<file path="src/rtl/dmem_arbiter.sv">
// Round-robin arbiter and sequencer for the shared single-port data memory (CPU = rq0, loader = rq1).
// Optional macro DMEM_ARB_LOCK_EN adds rq0_lock/rq1_lock for bounded back-to-back re-grants.
module dmem_arbiter #(
    parameter int unsigned AW       = 8,
    parameter int unsigned DW       = 32,
    parameter int unsigned RD_LAT   = 1,
    parameter int unsigned LOCK_MAX = 8
) (
    input  logic          clk,
    input  logic          rst,
    input  logic          rq0_req,
    input  logic          rq0_we,
    input  logic [AW-1:0] rq0_addr,
    input  logic [DW-1:0] rq0_wdata,
    input  logic          rq1_req,
    input  logic          rq1_we,
    input  logic [AW-1:0] rq1_addr,
    input  logic [DW-1:0] rq1_wdata,
`ifdef DMEM_ARB_LOCK_EN
    input  logic          rq0_lock,
    input  logic          rq1_lock,
`endif
    output logic          rq0_ack,
    output logic [DW-1:0] rq0_rdata,
    output logic          rq1_ack,
    output logic [DW-1:0] rq1_rdata,
    output logic          mem_en,
    output logic          mem_we,
    output logic [AW-1:0] mem_addr,
    output logic [DW-1:0] mem_wdata,
    input  logic [DW-1:0] mem_rdata,
    output logic          arb_busy,
    output logic          arb_owner
);

    localparam int unsigned CW = (RD_LAT > 1) ? $clog2(RD_LAT) : 1;

    if (RD_LAT < 1 || RD_LAT > 4) begin : g_rd_lat_chk
        $error("dmem_arbiter: RD_LAT must be in 1..4");
    end
    if (LOCK_MAX < 1) begin : g_lock_max_chk
        $error("dmem_arbiter: LOCK_MAX must be at least 1");
    end

    typedef enum logic [1:0] {
        S_IDLE  = 2'd0,
        S_ISSUE = 2'd1,
        S_WAIT  = 2'd2,
        S_RESP  = 2'd3
    } state_e;

    state_e        state_q, state_d;
    logic          last_gnt_q, last_gnt_d;
    logic          gnt_id_q, gnt_id_d;
    logic          gnt_we_q, gnt_we_d;
    logic [CW-1:0] cnt_q, cnt_d;
    logic          mem_en_q, mem_en_d;
    logic          mem_we_q, mem_we_d;
    logic [AW-1:0] mem_addr_q, mem_addr_d;
    logic [DW-1:0] mem_wdata_q, mem_wdata_d;
    logic          ack0_q, ack0_d;
    logic          ack1_q, ack1_d;
    logic [DW-1:0] rdata0_q, rdata0_d;
    logic [DW-1:0] rdata1_q, rdata1_d;
    logic          busy_q, busy_d;
    logic          owner_q, owner_d;
    logic          win;

`ifdef DMEM_ARB_LOCK_EN
    localparam int unsigned LW = $clog2(LOCK_MAX + 1);
    logic          lock_hold_q, lock_hold_d;
    logic [LW-1:0] lock_cnt_q, lock_cnt_d;
    logic          last_req;
    logic          win_lock;
`endif

    // Next-state, grant selection and registered-output precomputation
    always_comb begin
        state_d     = state_q;
        last_gnt_d  = last_gnt_q;
        gnt_id_d    = gnt_id_q;
        gnt_we_d    = gnt_we_q;
        cnt_d       = cnt_q;
        mem_en_d    = 1'b0;
        mem_we_d    = 1'b0;
        mem_addr_d  = '0;
        mem_wdata_d = '0;
        ack0_d      = 1'b0;
        ack1_d      = 1'b0;
        rdata0_d    = rdata0_q;
        rdata1_d    = rdata1_q;
        owner_d     = owner_q;
        win         = 1'b0;
`ifdef DMEM_ARB_LOCK_EN
        lock_hold_d = lock_hold_q;
        lock_cnt_d  = lock_cnt_q;
        last_req    = last_gnt_q ? rq1_req : rq0_req;
        win_lock    = gnt_id_q ? rq1_lock : rq0_lock;
`endif

        unique case (state_q)
            S_IDLE: begin
                if (rq0_req && rq1_req) begin
                    win = ~last_gnt_q;
                end else begin
                    win = rq1_req;
                end
`ifdef DMEM_ARB_LOCK_EN
                // A lock only survives into the IDLE cycle right after RESP
                lock_hold_d = 1'b0;
                if (rq0_req || rq1_req) begin
                    if (lock_hold_q && last_req) begin
                        win        = last_gnt_q;
                        lock_cnt_d = lock_cnt_q + LW'(1);
                    end else begin
                        lock_cnt_d = '0;
                    end
                end
`endif
                if (rq0_req || rq1_req) begin
                    gnt_id_d    = win;
                    gnt_we_d    = win ? rq1_we : rq0_we;
                    owner_d     = win;
                    mem_en_d    = 1'b1;
                    mem_we_d    = win ? rq1_we : rq0_we;
                    mem_addr_d  = win ? rq1_addr : rq0_addr;
                    mem_wdata_d = win ? rq1_wdata : rq0_wdata;
                    state_d     = S_ISSUE;
                end
            end
            S_ISSUE: begin
                if (gnt_we_q) begin
                    ack0_d  = ~gnt_id_q;
                    ack1_d  = gnt_id_q;
                    state_d = S_RESP;
                end else begin
                    cnt_d   = '0;
                    state_d = S_WAIT;
                end
            end
            S_WAIT: begin
                // Last latency cycle: memory data is valid now
                if (cnt_q == CW'(RD_LAT - 1)) begin
                    if (gnt_id_q) begin
                        rdata1_d = mem_rdata;
                    end else begin
                        rdata0_d = mem_rdata;
                    end
                    ack0_d  = ~gnt_id_q;
                    ack1_d  = gnt_id_q;
                    state_d = S_RESP;
                end else begin
                    cnt_d = cnt_q + CW'(1);
                end
            end
            S_RESP: begin
                last_gnt_d = gnt_id_q;
`ifdef DMEM_ARB_LOCK_EN
                lock_hold_d = win_lock && (lock_cnt_q < LW'(LOCK_MAX));
`endif
                state_d = S_IDLE;
            end
            default: begin
                state_d = S_IDLE;
            end
        endcase

        busy_d = (state_d != S_IDLE);
    end

    // State and registered outputs; reset discards any in-flight access
    always_ff @(posedge clk or negedge rst) begin
        if (!rst) begin
            state_q     <= S_IDLE;
            last_gnt_q  <= 1'b1;
            gnt_id_q    <= 1'b0;
            gnt_we_q    <= 1'b0;
            cnt_q       <= '0;
            mem_en_q    <= 1'b0;
            mem_we_q    <= 1'b0;
            mem_addr_q  <= '0;
            mem_wdata_q <= '0;
            ack0_q      <= 1'b0;
            ack1_q      <= 1'b0;
            rdata0_q    <= '0;
            rdata1_q    <= '0;
            busy_q      <= 1'b0;
            owner_q     <= 1'b0;
`ifdef DMEM_ARB_LOCK_EN
            lock_hold_q <= 1'b0;
            lock_cnt_q  <= '0;
`endif
        end else begin
            state_q     <= state_d;
            last_gnt_q  <= last_gnt_d;
            gnt_id_q    <= gnt_id_d;
            gnt_we_q    <= gnt_we_d;
            cnt_q       <= cnt_d;
            mem_en_q    <= mem_en_d;
            mem_we_q    <= mem_we_d;
            mem_addr_q  <= mem_addr_d;
            mem_wdata_q <= mem_wdata_d;
            ack0_q      <= ack0_d;
            ack1_q      <= ack1_d;
            rdata0_q    <= rdata0_d;
            rdata1_q    <= rdata1_d;
            busy_q      <= busy_d;
            owner_q     <= owner_d;
`ifdef DMEM_ARB_LOCK_EN
            lock_hold_q <= lock_hold_d;
            lock_cnt_q  <= lock_cnt_d;
`endif
        end
    end

    assign rq0_ack   = ack0_q;
    assign rq1_ack   = ack1_q;
    assign rq0_rdata = rdata0_q;
    assign rq1_rdata = rdata1_q;
    assign mem_en    = mem_en_q;
    assign mem_we    = mem_we_q;
    assign mem_addr  = mem_addr_q;
    assign mem_wdata = mem_wdata_q;
    assign arb_busy  = busy_q;
    assign arb_owner = owner_q;

endmodule

</file>
<file path="config.mk">
export PLATFORM = sky130hd
export DESIGN_NAME = dmem_arbiter
export DESIGN_NICKNAME = d
export VERILOG_FILES = /design/src/rtl/dmem_arbiter.sv
export SDC_FILE = /design/constraint.sdc
export NUM_CORES = 1
export LEC_CHECK = 0
export BUFFER_PORTS_ARGS = -buffer_cell sky130_fd_sc_hd__buf_2
export CORE_MARGIN = 3
export CORE_UTILIZATION = 45
export CTS_CLUSTER_SIZE = 10
export DETAILED_ROUTE_END_ITERATION = 16
export PLACE_DENSITY = 0.9
export SLEW_MARGIN = 30
export SYNTH_ARGS = -nofsm -noshare
export SYNTH_HDL_FRONTEND = slang
export SYNTH_SLANG_ARGS = --single-unit
</file>
<file path="constraint.sdc">
create_clock -name clk -period 2 [get_ports clk]
set_input_delay 0.4 -clock clk [delete_from_list [all_inputs] [get_ports clk]]
set_output_delay 0.4 -clock clk [all_outputs]
set_load 0.01 [all_outputs]
</file>
# [After elaboration in Yosys (flattened, before gate mapping)]
# Index checks and enable logic that the tools add are counted.
[totals] register_bits=115 inputBits=118 output_inout_bits=110 word_cells=57
[op_classes] add_sub_neg=1 n_eq_ne=4 n_mux=26 bitwise_logic=3 reduce_logical=9
[ops] cell="$mux 32" n=3
[ops] cell="$mux 8" n=3
[ops] cell="$mux 1" n=14
[ops] cell="$pmux 2 s4" n=1
[ops] cell="$pmux 1 s2" n=3
[ops] cell="$reduce_and 3->1" n=2
[ops] cell="$eq 2x2->1 const B" n=2
[ops] cell="$mux 2" n=2
[ops] cell="$reduce_and 2->1" n=2
[ops] cell="$reduce_bool 2->1" n=2
[ops] cell="$not 1->1" n=3
[ops] cell="$eq 2x1->1 const B" n=1
[ops] cell="$logic_not 2->1" n=1
[ops] cell="$ne 2x2->1 const B" n=1
[ops] cell="$add 1x1->1 const B" n=1
[ops] cell="$logic_and 1x1->1" n=1
[ops] cell="$logic_or 1x1->1" n=1

# [Longest topological paths before layout]
# Gate-level depths: netlist of the first run.
[logic_depth] depth_word=6 mapped_depth=6 ltp_nobuf=6

# [Worst setup path before layout of the first run]
# Ideal clock, no wire load.
[synth_path] path_kind="reg2reg" start="reg state_q[0]" end="reg rdata0_q[0] (netlist: rq0_rdata[0])" setup_time_ps=125 arrival_time_ps=1402 t_required_ps=1875 setup_slack_ps=474 stages_incl_launch_ff=7 path_buffers=2 synth_period_minus_slack_ps=1526 path_cell_list="dfrtp_1 > inv_1 > ha_1 > nor2b_1 > clkbuf_2 > buf_6 > mux2_2"
[synth_between] elab_chain_len=2
[synth_rtl] element="start, declared" line_no="52" source="state_e state_q, state_d;"
[synth_rtl] element="start signal, assigned" line_no="194" source="state_q <= state_d;"
[synth_rtl] element="$eq 2x2->1" line_no="101" source="unique case (state_q)"
[synth_rtl] element="$reduce_and 3->1 (no source line)"
[synth_rtl] element="end signal, assigned" line_no="205" source="rdata0_q <= rdata0_d;"
[synth_rtl] element="end, declared" line_no="63" source="logic [DW-1:0] rdata0_q, rdata0_d;"
# No other way between the ends.
# A chain may end at the register's enable or synchronous reset.

# [Worst setup path after layout of the first run]
[layout_path] start="reg state_q[0]" end="reg rdata0_q[18] (netlist: rq0_rdata[18])"
# The elaborated chain is that of the path after synthesis.

==> results of run 1 <==
[metrics by stage]
step                cell area, sq um  worst slack (ns)  power [mW]  utilization, %
detailed placement              5710             0.247        7.27            60.9
global placement                5710             0.323        7.08            60.9
floorplan                       4410             0.474        5.74               -
global route                    6360             0.196        11.0            67.8
finish                          6360             0.306        10.4            67.8
CTS                             6360             0.300        10.5            67.8
[power groups by stage]
stage / clock network (mW) / logic [mW] / registers, mW
after floorplan: 0 / 1.61 / 4.13
after global placement: 0 / 3.37 / 3.71
after detailed placement: 0 / 3.51 / 3.76
after CTS: 3.28 / 3.52 / 3.73
after global routing: 3.40 / 3.75 / 3.82
final: 3.22 / 3.47 / 3.71
[worst paths after layout]
| check | end | slack, ns | cells after the start |
|---|---|---|---|
| max | rq0_rdata[18] | 0.31 | 5 |
| min | mem_addr[5] | 0.13 | 3 |
| max reg2reg | rq0_rdata[18] | 0.31 | 5 |
| min reg2reg | rq0_rdata[26] | 0.50 | 1 |
| max in group asynchronous | arb_owner | 1.04 | 3 |
| min in group asynchronous | rq1_rdata[18] | 0.49 | 3 |
[layout make-up]
cell class,count,area (sq um),area share (%)
sequential,114,2850,44.9
multi-input combinational,208,1440,22.7
timing repair buffer,238,1250,19.6
clock buffer,19,442,6.95
clock inverter,13,198,3.11
tap,129,161,2.54
inverter,3,11.3,0.177
[what timing repair did]
item / 4_1_cts / 5_1_grt
buffers inserted: 0 / 0
hold buffers: 1 / 0
endpoints found under the hold margin: 1 / 0
[state kept, by name, summed over array words and instances (netlist names)]
name / count
mem_wdata: 32
rq0_rdata: 32
rq1_rdata: 32
mem_addr: 8
state_q: 2
arb_busy: 1
arb_owner: 1
gnt_we_q: 1
last_gnt_q: 1
mem_en: 1
mem_we: 1
rq0_ack: 1
rq1_ack: 1
[synthesized netlist by cell type]
master    count
dfrtp_1     113
nand2_1      82
mux2_2       63
a21oi_1      43
buf_2         9
ha_1          5
buf_4         4
buf_6         3
clkbuf_1      3
inv_1         3
nor2_1        3
mux2_4        2
mux2i_1       2
a21bo_2       1
a21boi_2      1
a22o_1        1
clkbuf_2      1
dfstp_2       1
nor2b_1       1
nor3_1        1
nor3b_1       1
o21ai_1       1
or2_2         1
[critical path, stage by stage, from the launching register on]
cell     delay (ns)
dfrtp_1        0.42
inv_1          0.13
ha_1           0.18
nor2b_4        0.15
buf_4          0.30
mux2_2         0.38
[per-layer routing]
layer | vias to the layer above | wire length [um] | part of all wire, % | GRT usage, %
li1 | 1631 | - | - | -
met1 | 1691 | 4420 | 39 | 22.8
met4 | 0 | 170 | 1.5 | 8.81
met2 | 169 | 5900 | 52 | 35.8
met5 | - | 0 | 0 | 0
met3 | 14 | 849 | 7.5 | 7.29
[kinds of logic after synthesis]
logic type | count (synthesis) | synth area share (%)
DFF | 114 | 64.8
and+or+nand+nor | 89 | 7.81
muxes | 67 | 17.2
AOI/OAI and AO/OA | 47 | 5.68
buffers and inverters | 23 | 3.09
adders and majority gates | 5 | 1.42
==> results.yml, run 1 <==
die:
  die_x_um: 105
  row_count: 35
  coreArea_sq_mm: 0.00937
  initial_core_util_pct: 47.0
  die_area_sq_mm: 0.0110
  fp.dieH_um: 105
  ios: 228
synthesis:
  avgSynthCellArea_sq_um: 12.8
  synth_top_area_cell: "dfrtp_1"
  synth_seq_cells: 114
  synthCells: 345
  syn_area_sq_mm: 0.00441
  yosys_warnings: 0
  synth_top_area_share_pct: 64.2
  yosys-top-cells-area: "dfrtp_1 64%, mux2_2 16%, nand2_1 7.0%"
  synth.yosys.seq_area_share_pct: 64.8
  synth.distinct_cells: 23
  syn-num-nets: 468
critical_path:
  worstPathRequired_ns: 2.37
  cp_max_fo: 22
  worstSetupEndpointType: "flip-flop"
  worstSetupPathType: "reg -> reg"
  start_kind: "flip-flop"
  r2r_start: "state_q[0]"
  cp-startpoint: "state_q[0]"
  cp.arrival_ns: 2.07
clocking:
  clk_latency_ns: 0.50
  cts_sinks: 114
  cts_tree: "done"
  clk_pin_slew_ns: 0.06
  cts_buffers: 17
  h-tree-depth: 4
  clock_path_buffers: 2
  cts_root_buf: "clkbuf_8"
  cts_resized: 0
layout:
  fin_cells: 724
  area_growth_pct: 44.3
  layout.nets: 705
  final_common_cell: "buf_2"
  fillers: 691
  antenna_cells: 0
  final_cell_mix: "226 x buf_2, 113 x dfrtp_1, 82 x nand2_1, 63 x mux2_2, 43 x a21oi_1"
  drive_gt1_share_pct: 57.1
sta:
  setup_tns_ns: 0
  fin_skew_ns: 0.0108
  finalSetupViolCount: 0
  tightest_slew_ns: 0.854
  fin_crit_sh_pct: 84.7
  relSlewSlack_pct: 42.9
  slew_violations: 0
  hold_viol_final: 0
  whs_ns: 0.126
  final.min_clock_period_ns: 1.69
  rsz0062_at_grt: "false"
  max_freq_ghz: 0.590
grt:
  grt_pass1_wl_um: 17600
  antenna_found_initial: 0
  grt_pass1_vias: 3661
  grt-ovfl-total: 0
  grtUsageTotal_pct: 20.6
  grt_max_degree: 115
pwr:
  clkPwrFrac_pct: 30.9
  leakage_nw: 3.34
  p_per_area_mw_per_mm2: 1640
  p_sw_share_pct: 31.9
  pwr-share-comb_pct: 33.3
  ir_drop_mv: 0.774
  switching_power_mw: 3.31
  seqPwrFrac_pct: 35.7
  p_int_mw: 7.09
detailed_routing:
  drc_errors: 0
  drt-vias-per-instance: 4.84
  vias: 3505
  wl_um: 11300
  detail_route.first_pass.iterations: 4
  drtAntennaViolNets: 0
  post_drt_wl_per_cell_um: 15.7
  drt_iter0_drc: 104
placement:
  dp_hpwl_um: 8430
  port_buffers: 227
  placed_cells: 691
  finalWeightedCongestion: 0.822
outcome:
  status: "finished clean"
flow_run:
  maxCapViolations: 0
hold_path:
  holdCritStartpoint: "rq1_addr[5]"
  hold_path.class: "in -> reg"
No activity file was read; power rests on OpenSTA's default activity.
==> run 2: changes to the inputs <==
==> constraint.sdc (replaced) <==
create_clock -name clk -period 1.7 [get_ports clk]
set_input_delay 0.34 -clock clk [delete_from_list [all_inputs] [get_ports clk]]
set_output_delay 0.34 -clock clk [all_outputs]
set_load 0.01 [all_outputs]
==> run 2 against run 1 <==
  * First-iteration DRC count grew 31%
  * Clock power is 3% lower
  * Routed wire length fell by 0.50%
  * Sequential power is 19% higher
  * Non-clock buffer count fell by 3
  * Largest cell class unchanged
==> results.yml, run 2 (synthesized netlist as in run 1, its figures left out) <==
critical_path:
  cp.depth: 5
  path_delay_family: "flip-flops"
  cp-startpoint: "state_q[0]"
  reg2reg_slack_ns: 0.13
  ff2ff_path_depth: 5
  max_stage_delay_ns: 0.41
  cp_cell_sequence: "inv_1 > ha_1 > nor2b_4 > buf_4 > mux2_2"
  r2r_end: "rq0_rdata[3]"
  worstSetupPathType: "reg -> reg"
  cp_max_fo: 10
  worstPathRequired_ns: 2.07
  r2r_start: "state_q[0]"
  worstSetupEndpointType: "flip-flop"
  endpoint: "rq0_rdata[3]"
  critical_path_buf_inv_count: 2
  start_kind: "flip-flop"
  cp.arrival_ns: 1.94
  crit_slowest_cell: "dfrtp_1"
clocking:
  cts_tree: "done"
  clk_latency_ns: 0.49
  cts_sinks: 114
  clock_path_buffers: 2
  h-tree-depth: 4
  cts_hold_buf: 1
  cts_root_buf: "clkbuf_8"
  cts_buffers: 17
  post-cts-setup-buffers: 0
  cts_resized: 0
  clk_pin_slew_ns: 0.06
detailed_routing:
  drtAntennaViolNets: 0
  drt_iter0_drc: 136
  vias: 3514
  post_drt_wl_per_cell_um: 15.6
  detail_route.first_pass.iterations: 4
  drc_errors: 0
  wl_um: 11300
  drt-vias-per-instance: 4.87
grt:
  grtUsageTotal_pct: 21.3
  grt_max_degree: 115
  grt_pass1_wl_um: 18500
  grt-ovfl-total: 0
  antenna_found_initial: 2
  grt_pass1_vias: 3777
die:
  initial_core_util_pct: 47.0
  ios: 228
  fp.dieH_um: 105
  coreArea_sq_mm: 0.00937
  die_area_sq_mm: 0.0110
  row_count: 35
  die_x_um: 105
layout:
  layout.nets: 702
  fin_cells: 721
  area_growth_pct: 42.5
  drive_gt1_share_pct: 56.9
  fillers: 695
  final_common_cell: "buf_2"
  antenna_cells: 0
  final_cell_mix: "226 x buf_2, 113 x dfrtp_1, 82 x nand2_1, 63 x mux2_2, 43 x a21oi_1"
  post-route-util_pct: 67.0
sta:
  slew_violations: 0
  max_freq_ghz: 0.637
  relSlewSlack_pct: 57.0
  rsz0062_at_grt: "false"
  setup_tns_ns: 0
  fin_crit_sh_pct: 92.3
  final.min_clock_period_ns: 1.57
  hold_viol_final: 0
  fin_skew_ns: 0.00774
  tightest_slew_ns: 0.642
  finalSetupViolCount: 0
outcome:
  status: "finished clean"
placement:
  placed_cells: 688
  dp_hpwl_um: 8360
  port_buffers: 227
  finalWeightedCongestion: 0.794
pwr:
  p_per_area_mw_per_mm2: 1860
  power_mw: 11.7
  leakage_nw: 3.28
  ir_drop_mv: 0.694
hold_path:
  hold_path.class: "in -> reg"
flow_run:
  maxCapViolations: 0
[run 2: changes by cell type in the layout (fill, tap and decap cells not counted)]
cell        delta
buf_4          -7
clkinvlp_4     +5
bufinv_16      -4
clkinv_2       +2
clkbuf_8       -1
inv_6          -2
buf_12         +4
[run 2: tightest hold or removal path, delay by kind of cell]
kind	cells	cell delay, ns
buf+inv	1	0.09
compound gates	1	0.05
simple gates	1	0.04
[run 2: routing by layer]
metal | GRT usage (%) | up-vias | wire (um)
met5 | 0 | - | 23
met4 | 5.53 | 4 | 111
met3 | 8.15 | 13 | 932
met2 | 38.6 | 171 | 5980
met1 | 23.3 | 1697 | 4240
li1 | - | 1629 | -
[run 2: how the worst min path moves through the flow]
stage	from	end	slack [ns]	depth (start not counted)
2_1_floorplan	rst	arb_busy	0.04	0
3_5_place_dp	rst	rq1_rdata[15]	0.47	2
3_3_place_gp	rst	rq1_rdata[18]	0.46	2
5_1_grt	mem_rdata[31]	rq1_rdata[31]	0.06	2
4_1_cts	rq1_addr[5]	mem_addr[5]	0.04	3
6_report	rq1_wdata[3]	mem_wdata[3]	0.07	3
[run 2: report_power, final]
group | internal (mW) | switching [mW]
Combinational | 2.09 | 2.06
Clock | 1.84 | 1.28
Sequential | 3.83 | 0.575
Total | 7.75 | 3.92
[run 2: per-stage QoR]
stage / cell area, sq um / worst slack (ns) / hold WS [ns]
4_1_cts: 6280 / 0.132 / 0.0442
6_report: 6280 / 0.131 / 0.0715
5_1_grt: 6280 / 0.0334 / 0.0599
3_3_place_gp: 5740 / 0.208 / 0.455
3_5_place_dp: 5740 / 0.148 / 0.468
2_1_floorplan: 4410 / 0.174 / 0.0444
[run 2: final cells by class]
class                      instances  area, sq um  share of cell area [%]
multi-input combinational        208         1440                    23.0
tap                              129          161                    2.57
clock buffer                      18          428                    6.81
inverter                           3         11.3                   0.179
sequential                       114         2850                    45.4
clock inverter                    14          108                    1.71
timing repair buffer             235         1280                    20.3
